$ cat src/rtl/cpu_types_pkg.sv
// Shared CPU pipeline types: register numbers plus the hazard-control FSM state,
// counter type and latency bound used by hazard_ctrl_unit and hazard_match.
package cpu_types_pkg;

    localparam int REG_W = 5;
    typedef logic [REG_W-1:0] regbits_t;

    typedef enum logic {
        RUN   = 1'b0,
        STALL = 1'b1
    } hz_state_t;

    localparam int HZ_MAX_LAT = 4;
    // Wide enough for the largest bubble count: 2 + (HZ_MAX_LAT-1) without forwarding.
    localparam int HZ_CNT_W = $clog2(HZ_MAX_LAT + 2);
    typedef logic [HZ_CNT_W-1:0] hz_cnt_t;

    function automatic hz_cnt_t hz_max(input hz_cnt_t a, input hz_cnt_t b);
        return (a > b) ? a : b;
    endfunction

endpackage

$ cat src/rtl/hazard_ctrl_unit_match.sv
// One source operand against one producer: returns the bubble count it needs.
// Bubble counts depend on the HAZ_FORWARD_EN macro (forwarding unit present).
module hazard_match
    import cpu_types_pkg::*;
#(
    parameter int LOAD_LAT = 1,
    parameter bit IS_MEM   = 1'b0
) (
    input  logic     id_valid,
    input  logic     src_use,
    input  regbits_t src,
    input  logic     p_valid,
    input  logic     p_regwrite,
    input  logic     p_memread,
    input  regbits_t p_regdst,
    output hz_cnt_t  n_bubbles
);

    logic match;

    // Register 0 is hardwired, so it never carries a dependence.
    assign match = id_valid && src_use && (src != '0) && p_valid && p_regwrite
                   && (src == p_regdst);

`ifdef HAZ_FORWARD_EN
    localparam hz_cnt_t LD_N = IS_MEM ? hz_cnt_t'(LOAD_LAT - 1) : hz_cnt_t'(LOAD_LAT);

    assign n_bubbles = (match && p_memread) ? LD_N : '0;
`else
    localparam hz_cnt_t BASE_N    = IS_MEM ? hz_cnt_t'(1) : hz_cnt_t'(2);
    localparam hz_cnt_t LAT_EXTRA = hz_cnt_t'(LOAD_LAT - 1);

    assign n_bubbles = match ? (BASE_N + (p_memread ? LAT_EXTRA : '0)) : '0;
`endif

endmodule

$ cat src/rtl/hazard_ctrl_unit.sv
// RAW hazard detector and stall sequencer for the 5-stage pipeline, with branch
// flush, memory-wait freeze and a saturating stall counter. Optional: HAZ_FORWARD_EN.
module hazard_ctrl_unit
    import cpu_types_pkg::*;
#(
    parameter int SRC_N    = 2,
    parameter int LOAD_LAT = 1,
    parameter int PERF_W   = 32
) (
    input  logic                  CLK,
    input  logic                  nRST,
    input  logic                  id_valid,
    input  regbits_t [SRC_N-1:0]  id_src,
    input  logic [SRC_N-1:0]      id_use,
    input  logic                  ex_valid,
    input  logic                  ex_regwrite,
    input  logic                  ex_memread,
    input  regbits_t              ex_regdst,
    input  logic                  mem_valid,
    input  logic                  mem_regwrite,
    input  logic                  mem_memread,
    input  regbits_t              mem_regdst,
    input  logic                  branch_taken,
    input  logic                  mem_wait,
    output logic                  stall_pc,
    output logic                  stall_ifid,
    output logic                  bubble_idex,
    output logic                  flush_ifid,
    output logic [PERF_W-1:0]     stall_cycles,
    output hz_state_t             dbg_state,
    output hz_cnt_t               dbg_cnt
);

    localparam int CNT_W = $clog2(LOAD_LAT + 2);

    hz_state_t          state_q, state_d;
    logic [CNT_W-1:0]   cnt_q, cnt_d;
    logic [PERF_W-1:0]  perf_q, perf_d;
    hz_cnt_t            n_ex  [SRC_N];
    hz_cnt_t            n_mem [SRC_N];
    hz_cnt_t            n_max;
    logic               pc_c, ifid_c, bub_c, flush_c;

    generate
        for (genvar i = 0; i < SRC_N; i++) begin : g_src
            hazard_match #(.LOAD_LAT(LOAD_LAT), .IS_MEM(1'b0)) u_ex (
                .id_valid   (id_valid),
                .src_use    (id_use[i]),
                .src        (id_src[i]),
                .p_valid    (ex_valid),
                .p_regwrite (ex_regwrite),
                .p_memread  (ex_memread),
                .p_regdst   (ex_regdst),
                .n_bubbles  (n_ex[i])
            );
            hazard_match #(.LOAD_LAT(LOAD_LAT), .IS_MEM(1'b1)) u_mem (
                .id_valid   (id_valid),
                .src_use    (id_use[i]),
                .src        (id_src[i]),
                .p_valid    (mem_valid),
                .p_regwrite (mem_regwrite),
                .p_memread  (mem_memread),
                .p_regdst   (mem_regdst),
                .n_bubbles  (n_mem[i])
            );
        end
    endgenerate

    always_comb begin
        n_max = '0;
        for (int i = 0; i < SRC_N; i++) begin
            n_max = hz_max(n_max, n_ex[i]);
            n_max = hz_max(n_max, n_mem[i]);
        end
    end

    // Priority: memory freeze, then branch squash, then an in-flight stall, then detection.
    always_comb begin
        state_d = state_q;
        cnt_d   = cnt_q;
        pc_c    = 1'b0;
        ifid_c  = 1'b0;
        bub_c   = 1'b0;
        flush_c = 1'b0;
        if (mem_wait) begin
            pc_c   = 1'b1;
            ifid_c = 1'b1;
        end else if (branch_taken) begin
            flush_c = 1'b1;
            bub_c   = 1'b1;
            state_d = RUN;
            cnt_d   = '0;
        end else if (state_q == STALL) begin
            pc_c   = 1'b1;
            ifid_c = 1'b1;
            bub_c  = 1'b1;
            if (cnt_q == CNT_W'(1)) begin
                state_d = RUN;
                cnt_d   = '0;
            end else begin
                cnt_d = cnt_q - CNT_W'(1);
            end
        end else if (n_max != '0) begin
            pc_c   = 1'b1;
            ifid_c = 1'b1;
            bub_c  = 1'b1;
            if (n_max >= hz_cnt_t'(2)) begin
                state_d = STALL;
                cnt_d   = CNT_W'(n_max - hz_cnt_t'(1));
            end
        end
    end

    always_comb begin
        perf_d = perf_q;
        if (bub_c && !flush_c && (perf_q != '1)) begin
            perf_d = perf_q + PERF_W'(1);
        end
    end

    always_ff @(posedge CLK or negedge nRST) begin
        if (!nRST) begin
            state_q <= RUN;
            cnt_q   <= '0;
            perf_q  <= '0;
        end else begin
            state_q <= state_d;
            cnt_q   <= cnt_d;
            perf_q  <= perf_d;
        end
    end

    // Mealy outputs are forced low for the whole time reset is asserted.
    assign stall_pc     = pc_c & nRST;
    assign stall_ifid   = ifid_c & nRST;
    assign bubble_idex  = bub_c & nRST;
    assign flush_ifid   = flush_c & nRST;
    assign stall_cycles = perf_q;
    assign dbg_state    = state_q;
    assign dbg_cnt      = hz_cnt_t'(cnt_q);

endmodule

$ cat config.mk
export PLATFORM = sky130hd
export DESIGN_NAME = hazard_ctrl_unit
export DESIGN_NICKNAME = d
export VERILOG_FILES = /design/src/rtl/cpu_types_pkg.sv /design/src/rtl/hazard_ctrl_unit_match.sv /design/src/rtl/hazard_ctrl_unit.sv
export SDC_FILE = /design/constraint.sdc
export NUM_CORES = 1
export LEC_CHECK = 0
export BUFFER_PORTS_ARGS = -buffer_cell sky130_fd_sc_hd__buf_4
export CORE_ASPECT_RATIO = 1.2
export CORE_UTILIZATION = 40
export DETAILED_ROUTE_END_ITERATION = 6
export PLACE_DENSITY = 0.77
export SYNTH_ARGS = -nofsm -noshare
export SYNTH_HDL_FRONTEND = slang
export SYNTH_SLANG_ARGS = --single-unit
$ cat constraint.sdc
create_clock -name CLK -period 5.5 [get_ports CLK]
set_clock_uncertainty 0.1 [all_clocks]
set_input_delay 0.55 -clock CLK [delete_from_list [all_inputs] [get_ports CLK]]
set_output_delay 0.55 -clock CLK [all_outputs]
set_load 0.02 [all_outputs]
After elaboration in Yosys (flattened, before gate mapping):

Index checks and enable logic that the tools add are counted.

* bits in registers: 35
* bits in latches: 0
* RAM bits: 0
* memory bits (read-only): 0
* input bits: 33
* output and inout bits: 40
* word-level logic and storage cells: 72
* memories kept: 0

* add/sub/neg operators: 3
* multipliers: 0
* divide/modulo/power cells: 0
* magnitude comparators: 5
* equality and inequality tests: 6
* shifts and indexed selects: 0
* muxes and demuxes: 26
* bitwise gates (word level): 4
* reduce and logical (&&, ||, !) cells: 25

Operators by type and width (count)
* 32-bit by 1-bit adder with 32-bit output (second input constant): 1
* 32-bit inequality test (second input constant): 1
* 5-bit equality test: 4
* 1-bit logical AND: 18
* 1-bit 2-to-1 mux: 15
* 2-bit 2-to-1 mux: 7
* 3-bit 2-to-1 mux: 4
* 5-bit nonzero test: 2
* 3-bit > comparator: 3
* 3-bit nonzero test: 3
* 2-bit by 1-bit subtractor with 2-bit output (second input constant): 2
* 1-bit AND: 3
* 3-bit by 2-bit >= comparator with 1-bit output (second input constant): 1
* 1-bit by 3-bit > comparator with 1-bit output (first input constant): 1
* 3-bit AND reduction: 1
* 2-bit by 1-bit equality test with 1-bit output (second input constant): 1
* 1-bit zero test: 1
* 1-bit inverter: 1

Depth between registers and ports, before layout:

Gate-level depths: netlist (run 1).

* depth after elaboration: 21
* gate-level depth with buffers: 19
* gate-level depth less buffers: 19

By module:

A second synthesis (run 1) with hierarchy kept.

* cell total of the unflattened synthesis: 293
* area, all modules: 2571.2 um^2

By module, submodules not included
* hazard_ctrl_unit: times used 1, cells an instance 237, area an instance 2175.8 um^2, seq. area each 875.8 um^2
* hazard_match: times used 4, cells an instance 14, area an instance 98.8 um^2, seq. area each 0.0 um^2

Worst setup path after synthesis (run 1):

No wires, ideal clock.

* path type: input port to output port
* start: input port id_src[0] in the netlist's numbering
* end: output port stall_pc
* arrival time: 3.743 ns
* required time: 4.850 ns
* setup slack: 1.107 ns
* stages on the path: 17
* buffers on the path: 1
* cells stage by stage: or4_1 -> o211ai_2 -> or4_4 -> inv_1 -> ha_1 -> o211a_1 -> nand2_1 -> nor4_1 -> nand2_1 -> ha_1 -> o211ai_1 -> o31a_1 -> ha_1 -> nor2b_1 -> nor2_1 -> o21a_1 -> buf_4

* word-level cells in the longest chain between the ends: 20
* elaborated cells on any way between the ends: 26
* those cells by class: 4 x order compare; 2 x eq/ne; 10 x mux; 1 x bitwise; 9 x reduce/logical

Ends and longest elaborated chain
* start: declaration: line hazard_ctrl_unit.sv:13 `input regbits_t [SRC_N-1:0] id_src,`
* 5-bit nonzero test: line hazard_ctrl_unit_match.sv:22 `assign match = id_valid && src_use && (src != '0) && p_valid && p_regwrite`
* 1-bit logical AND (3 in a row): line hazard_ctrl_unit_match.sv:22
* 1-bit logical AND: line hazard_ctrl_unit_match.sv:23 `&& (src == p_regdst);`
* 2-bit 2-to-1 mux: line hazard_ctrl_unit_match.sv:33 `assign n_bubbles = match ? (BASE_N + (p_memread ? LAT_EXTRA : '0)) : '0;`
* 1-bit by 3-bit > comparator with 1-bit output: line cpu_types_pkg.sv:19 `return (a > b) ? a : b;`
* 3-bit 2-to-1 mux: line cpu_types_pkg.sv:19
* 3-bit > comparator: line cpu_types_pkg.sv:19
* 3-bit 2-to-1 mux (*): line cpu_types_pkg.sv:19
* 3-bit > comparator: line cpu_types_pkg.sv:19
* 3-bit 2-to-1 mux (*): line cpu_types_pkg.sv:19
* 3-bit > comparator: line cpu_types_pkg.sv:19
* 3-bit 2-to-1 mux (*): line cpu_types_pkg.sv:19
* 3-bit nonzero test (*): line hazard_ctrl_unit.sv:103 `end else if (n_max != '0) begin`
* 1-bit 2-to-1 mux (*) (4 in a row)
* 1-bit AND (*)
* end: declaration: line hazard_ctrl_unit.sv:25 `output logic stall_pc,`

Every way passes the cells marked *; elsewhere a longest branch is shown, timed or not.

Worst setup path after layout (run 1):

* start: input port id_src[0] in the netlist's numbering
* end: output port stall_ifid

* word-level cells in the longest chain between the ends: 20
* elaborated cells on any way between the ends: 26
* those cells by class: 4 x order compare; 2 x eq/ne; 10 x mux; 1 x bitwise; 9 x reduce/logical

Ends and longest elaborated chain
* 5-bit nonzero test: line hazard_ctrl_unit_match.sv:22
* 1-bit logical AND (3 in a row): line hazard_ctrl_unit_match.sv:22
* 1-bit logical AND: line hazard_ctrl_unit_match.sv:23
* 2-bit 2-to-1 mux: line hazard_ctrl_unit_match.sv:33
* 1-bit by 3-bit > comparator with 1-bit output: line cpu_types_pkg.sv:19
* 3-bit 2-to-1 mux: line cpu_types_pkg.sv:19
* 3-bit > comparator: line cpu_types_pkg.sv:19
* 3-bit 2-to-1 mux (*): line cpu_types_pkg.sv:19
* (+2 left out)
* 3-bit > comparator: line cpu_types_pkg.sv:19
* 3-bit 2-to-1 mux (*): line cpu_types_pkg.sv:19
* 3-bit nonzero test (*): line hazard_ctrl_unit.sv:103
* 1-bit 2-to-1 mux (*): line hazard_ctrl_unit.sv:103
* 1-bit 2-to-1 mux (*): line hazard_ctrl_unit.sv:93 `end else if (state_q == STALL) begin`
* 1-bit 2-to-1 mux (*): line hazard_ctrl_unit.sv:88 `end else if (branch_taken) begin`
* 1-bit 2-to-1 mux (*): line hazard_ctrl_unit.sv:85 `if (mem_wait) begin`
* 1-bit AND (*): line hazard_ctrl_unit.sv:135 `assign stall_ifid = ifid_c & nRST;`
* end: declaration: line hazard_ctrl_unit.sv:26 `output logic stall_ifid,`

Marked as above.

==> results of run 1 <==
## flip-flops by register name (all words and copies together), names as in the netlist
register and count:
cnt_q 2, dbg_state 1, stall_cycles 32
## how the worst min path moves through the flow
stage                     start               end  slack (ns)  cells past startpoint
2_1_floorplan              nRST          cnt_q[0]        0.15                      0
3_3_place_gp   stall_cycles[16]  stall_cycles[16]        0.38                      1
3_5_place_dp   stall_cycles[18]  stall_cycles[18]        0.39                      1
4_1_cts                    nRST   stall_cycles[5]        0.14                      1
5_1_grt                    nRST   stall_cycles[9]        0.15                      1
6_report                   nRST   stall_cycles[5]        0.12                      1
## layer usage
| metal | track usage, % | vias up | wire length (um) |
|---|---|---|---|
| met5 | 0 | - | 0 |
| met1 | 18.3 | 880 | 1940 |
| li1 | - | 917 | - |
| met3 | 4.71 | 6 | 285 |
| met4 | 5.51 | 0 | 62 |
| met2 | 33.7 | 68 | 2520 |
## power by group through the flow
stage               clock network, mW  logic, mW  registers [mW]
finish                          0.187     0.0586           0.259
global route                    0.203     0.0642           0.258
floorplan                           0     0.0241           0.264
detailed placement                  0     0.0593           0.264
CTS                             0.190     0.0595           0.259
global placement                    0     0.0579           0.264
## cell families (layout without fill, tap and decap cells)
family          after synthesis  after routing  synth area share, %
mux                           1              1                0.518
simple gates                 95             95                 24.7
fa+ha+maj                     5              5                 2.88
xor+xnor                     51             51                 20.5
flops                        35             35                 40.3
other cells                   1              1                0.172
compound gates               21             21                 8.28
buf+inv                      13             86                 2.64
## stage by stage
step	utilization (%)	instance area, um^2
6_report	54.0	2840
5_1_grt	54.0	2840
4_1_cts	54.0	2840
3_5_place_dp	52.3	2750
3_3_place_gp	52.3	2750
2_1_floorplan	-	2180
## layout make-up
class,instances,area (um^2),area share (%)
well taps,62,77.6,2.73
clock inverters,1,5.00,0.176
multi-input cells,174,1240,43.8
clock buffers,6,82.6,2.91
repair buffers,69,518,18.2
flip-flops and latches,35,876,30.9
inverters,10,37.5,1.32
## cell usage after synthesis (2+ instances only)
| cell type | instances |
|---|---|
| nand2_1 | 22 |
| a22o_1 | 2 |
| o211ai_1 | 2 |
| nand4_1 | 11 |
| nor4b_1 | 2 |
| xnor2_1 | 38 |
| nand2b_1 | 2 |
| dfrtp_1 | 35 |
| or4_1 | 3 |
| and2_1 | 2 |
| nor3_2 | 2 |
| a21o_1 | 2 |
| inv_1 | 10 |
| ha_1 | 5 |
| nor3_1 | 4 |
| nand3_1 | 13 |
| o21ai_0 | 2 |
| xor2_1 | 13 |
| nor2_1 | 16 |
| and3_1 | 4 |
| buf_4 | 2 |
| nor4_1 | 3 |
| and4_1 | 4 |
==> impl_metrics.json, run 1 <==
{
  "routed_via_density": 5.24,
  "r2r_start": "stall_cycles[0]",
  "dp_cells": 350,
  "hold_violations": 0,
  "final_cells": 357,
  "syn_nets": 260,
  "arrival_ns": 4.06,
  "synth_enable_flop_cells": 0,
  "worst_setup_path_end_kind": "output port",
  "cp_slowest_cell": "or4_1",
  "cp.depth": 18,
  "power.switching_uw": 119,
  "sequentialPowerShare_pct": 51.3,
  "cp_slowest_stage_delay_ns": 0.55,
  "fin_total_pwr_uw": 504,
  "switching_share_pct": 23.5,
  "wl_um": 4800,
  "dp_hpwl_um": 3860,
  "finalSetupViolCount": 0,
  "startpoint_type": "primary input",
  "cts_htree_levels": 2,
  "clk_pin_slew_worst_paths_ns": 0.07,
  "fillCellCount": 472,
  "cts_hold_buf": 0,
  "post_cts_buffers": 0,
  "critPathMostFrequentCell": "ha_1",
  "cts_sinks": 35,
  "coreArea_um2": 5260,
  "start_util_pct": 41.4,
  "seq_area_frac_synth_pct": 40.3,
  "track_usage_pct": 17.3,
  "slew_violations": 0,
  "fp-row-count": 29,
  "status": "complete, no violations",
  "io_buffer_count": 69,
  "internal-power_uw": 386,
  "grt_pass1_vias": 1787,
  "rsz0062_at_grt": "no",
  "worst_pin_slew_ns": 0.561,
  "p_comb_share_pct": 11.6,
  "synth.distinct_cells": 46,
  "ir_worst_vdd_v": 0.000109,
  "syn_avg_cell_area_um2": 9.80,
  "antenna_left": 0,
  "reg2reg_slack_ns": 3.23,
  "cts_resized": 0,
  "reg2reg_to": "stall_cycles[16]",
  "fin_nets": 333,
  "slew_headroom_pct": 62.3,
  "cts_tree": "yes",
  "endpoint": "stall_ifid",
  "firstDrtPassIters": 4,
  "yosys_most_used_dff": "dfrtp_1",
  "crit_start": "id_src[0]",
  "crit_required_ns": 4.85,
  "crit_type": "in -> out",
  "r2r.worst_path.cells": 7,
  "die_area_um2": 5740,
  "die_w_um": 69.3,
  "yosysWarningCount": 0,
  "synthCells": 222,
  "whs_ns": 0.116,
  "grt_antenna_before_repair": 0,
  "syn_to_final_growth_pct": 30.5,
  "fmax_mhz": 212,
  "period_share_pct": 85.6,
  "initialDrtViolationCount": 81,
  "clkPwrFrac_pct": 37.1,
  "crit_family": "simple AND/OR/NAND/NOR gates",
  "ys_top_cells_by_area": "dfrtp_1 40%, xnor2_1 15%, xor2_1 5.2%",
  "gp_congestion": 0.779,
  "fin_tns_setup_ns": 0,
  "clockBufferDepth": 2,
  "syn-cell-area_um2": 2180,
  "synth_top_area_share_pct": 40.3,
  "drive_above_1_share_pct": 29.8,
  "leakagePower_nw": 1.31,
  "async_flop_share_pct": 100,
  "max_cap_violations": 0,
  "numCtsBuffers": 5,
  "cts_root_buffer": "clkbuf_8",
  "fin_ws_ns": 0.791,
  "num_io_pins": 73,
  "final_common_cell": "buf_4",
  "finalCriticalPeriod_ns": 4.71,
  "grt_pass1_wl_um": 7900,
  "min-delay-path-class": "in -> async",
  "wl_per_cell_um": 13.4,
  "final_cell_mix": "69 x buf_4, 38 x xnor2_1, 35 x dfrtp_1, 22 x nand2_1, 16 x nor2_1",
  "synth_top_cell_by_area": "dfrtp_1",
  "crit_chain": "buf_4 -> or4_1 -> o211ai_2 -> or4_4 -> inv_1 -> ha_1 -> o211a_1 -> nand2_1 -> nor4_1 -> nand2_1 -> ha_1 -> o211ai_1 -> o31a_1 -> ha_1 -> nor2b_1 -> nor2_1 -> o21a_1 -> buf_4",
  "grt_max_degree": 38,
  "path_buf_inv": 3,
  "dpl_worst_slack_ns": 0.684,
  "diodes": 0,
  "synth-seq-cells": 35,
  "drc_errors": 0,
  "vias": 1871,
  "crit_path_max_fanout": 5,
  "insertion_delay_ns": 0.28,
  "powerDensity_nw_per_um2": 178,
  "die_h_um": 82.8,
  "overflow": 0
}
(Power assumes the default switching activity.)
==> run 2, diff against run 1 <==
==> constraint.sdc (replaced) <==
create_clock -name CLK -period 5.5 [get_ports CLK]
set_clock_uncertainty 0.1 [all_clocks]
set_input_delay 1.1 -clock CLK [delete_from_list [all_inputs] [get_ports CLK]]
set_output_delay 1.1 -clock CLK [all_outputs]
set_load 0.02 [all_outputs]
==> impl_metrics.json, run 2 (synthesis gave the netlist of run 1 again) <==
{
  "arrival_ns": 4.36,
  "grt_pass1_wl_um": 8410,
  "vias": 1946,
  "crit_path_max_fanout": 2,
  "gp_congestion": 0.792,
  "wl_um": 5100,
  "worst_pin_slew_ns": 0.550,
  "status": "finished, violations left",
  "clockBufferDepth": 2,
  "firstDrtPassIters": 4,
  "fin_nets": 352,
  "crit_type": "in -> out",
  "p_comb_share_pct": 13.4,
  "cts_root_buffer": "clkbuf_8",
  "internal-power_uw": 393,
  "clk_pin_slew_worst_paths_ns": 0.06,
  "syn_to_final_growth_pct": 40.0,
  "rsz0062_at_grt": "yes",
  "slew_violations": 0,
  "hold_violations": 0,
  "finalInstanceArea_um2": 3050,
  "power.switching_uw": 119,
  "initialDrtViolationCount": 75,
  "switching_share_pct": 23.3,
  "drc_errors": 0,
  "overflow": 0,
  "cts_htree_levels": 2,
  "finalSetupViolCount": 2,
  "wl_met1_um": 1990,
  "ir_worst_vdd_v": 0.0000685,
  "min-delay-path-class": "reg -> reg",
  "final_cells": 376,
  "grt_max_degree": 38,
  "final_common_cell": "buf_4",
  "fp-row-count": 29,
  "violations": "setup timing",
  "leakagePower_nw": 1.41,
  "routed_via_density": 5.18,
  "die_h_um": 82.8,
  "fin_total_pwr_uw": 512,
  "io_buffer_count": 69,
  "sequentialPowerShare_pct": 50.6,
  "die_area_um2": 5740,
  "routed.top_layer": "met4",
  "final_cell_mix": "83 x buf_4, 38 x xnor2_1, 35 x dfrtp_1, 22 x nand2_1, 15 x nor2_1",
  "drive_above_1_share_pct": 36.9,
  "cts_sinks": 35,
  "wl_met2_um": 2750,
  "die_w_um": 69.3,
  "grt_antenna_before_repair": 0,
  "cts_tree": "yes",
  "fin_tns_setup_ns": -0.110,
  "dp_hpwl_um": 3930,
  "placed_area_um2": 2810,
  "utilization_pct": 57.9,
  "route.met3.wl_um": 254,
  "slew_headroom_pct": 63.0,
  "largest_reg_flops": 32,
  "insertion_delay_ns": 0.29,
  "cp_slowest_cell": "or4_4",
  "period_share_pct": 101,
  "fin_ws_ns": -0.0564,
  "worst_setup_path_end_kind": "output port",
  "startpoint_type": "primary input",
  "dp_cells": 358,
  "max_cap_violations": 0,
  "powerDensity_nw_per_um2": 168,
  "grt_pass1_vias": 1935,
  "wl_per_cell_um": 13.6,
  "finalCriticalPeriod_ns": 5.56,
  "numCtsBuffers": 5,
  "start_util_pct": 41.4,
  "antenna_left": 0,
  "coreArea_um2": 5260,
  "diodes": 0,
  "crit_chain": "buf_6 -> or4_4 -> o211ai_2 -> or4_4 -> inv_4 -> ha_4 -> o211a_1 -> nand2_1 -> nor4_2 -> nand2_1 -> ha_1 -> o211ai_1 -> o31a_1 -> ha_2 -> nor2b_4 -> nor2_2 -> o21a_1 -> buf_6",
  "crit_required_ns": 4.30,
  "cp_slowest_stage_delay_ns": 0.53,
  "track_usage_pct": 18.7,
  "fmax_mhz": 180,
  "clkPwrFrac_pct": 36.0,
  "num_io_pins": 73
}
[run 2: cell type report]
type | instances | area [um^2]
Fill cell | 462 | 2220
Inverter | 10 | 40.0
Timing Repair Buffer | 88 | 679
Clock inverter | 1 | 5.00
Tap cell | 62 | 77.6
Sequential cell | 35 | 876
Clock buffer | 6 | 82.6
Multi-Input combinational cell | 174 | 1280
[run 2: worst paths after layout]
path                                       start          endpoint  slack [ns]  cells after the start
max in group asynchronous                   nRST  stall_cycles[30]        4.31                      1
worst min-delay path            stall_cycles[18]  stall_cycles[18]        0.39                      1
worst min register to register  stall_cycles[18]  stall_cycles[18]        0.39                      1
min in group asynchronous                   nRST   stall_cycles[6]        0.66                      1
worst max-delay path                   id_src[0]        stall_ifid       -0.06                     18
worst max register to register   stall_cycles[0]   stall_cycles[8]        3.20                      7
[run 2: what timing repair did]
item / CTS / global route
endpoints found under the setup margin: 3 / 3
setup buffers: 9 / 2
resized for setup: 11 / 5
pin swaps: 4 / 6
hold buffers: 0 / 0
[run 2: metrics by stage]
step           worst slack, ns  hold slack, ns
6_report               -0.0564           0.387
5_1_grt                 -0.245           0.421
4_1_cts                 0.0154           0.392
3_5_place_dp            -0.151           0.383
3_3_place_gp           -0.0338           0.377
2_1_floorplan          0.00732           0.493
[run 2: power by group through the flow]
stage	combinational (mW)	clock, mW	sequential [mW]
after floorplan	0.0241	0	0.264
after global placement	0.0603	0	0.264
after detailed placement	0.0615	0	0.264
after CTS	0.0673	0.191	0.259
after global routing	0.0746	0.199	0.259
final	0.0687	0.184	0.259
[run 2: layer usage]
metal	vias to the layer above	track usage, %
met5	-	0
met4	0	7.76
met3	9	4.47
met2	63	36.7
met1	914	19.2
li1	960	-
[run 2: critical path, delay by kind of cell]
kind / cells / cell delay (ns)
and+or+nand+nor: 7 / 1.34
buffers and inverters: 3 / 0.28
AOI/OAI and AO/OA: 5 / 0.92
adders and majority gates: 3 / 0.73
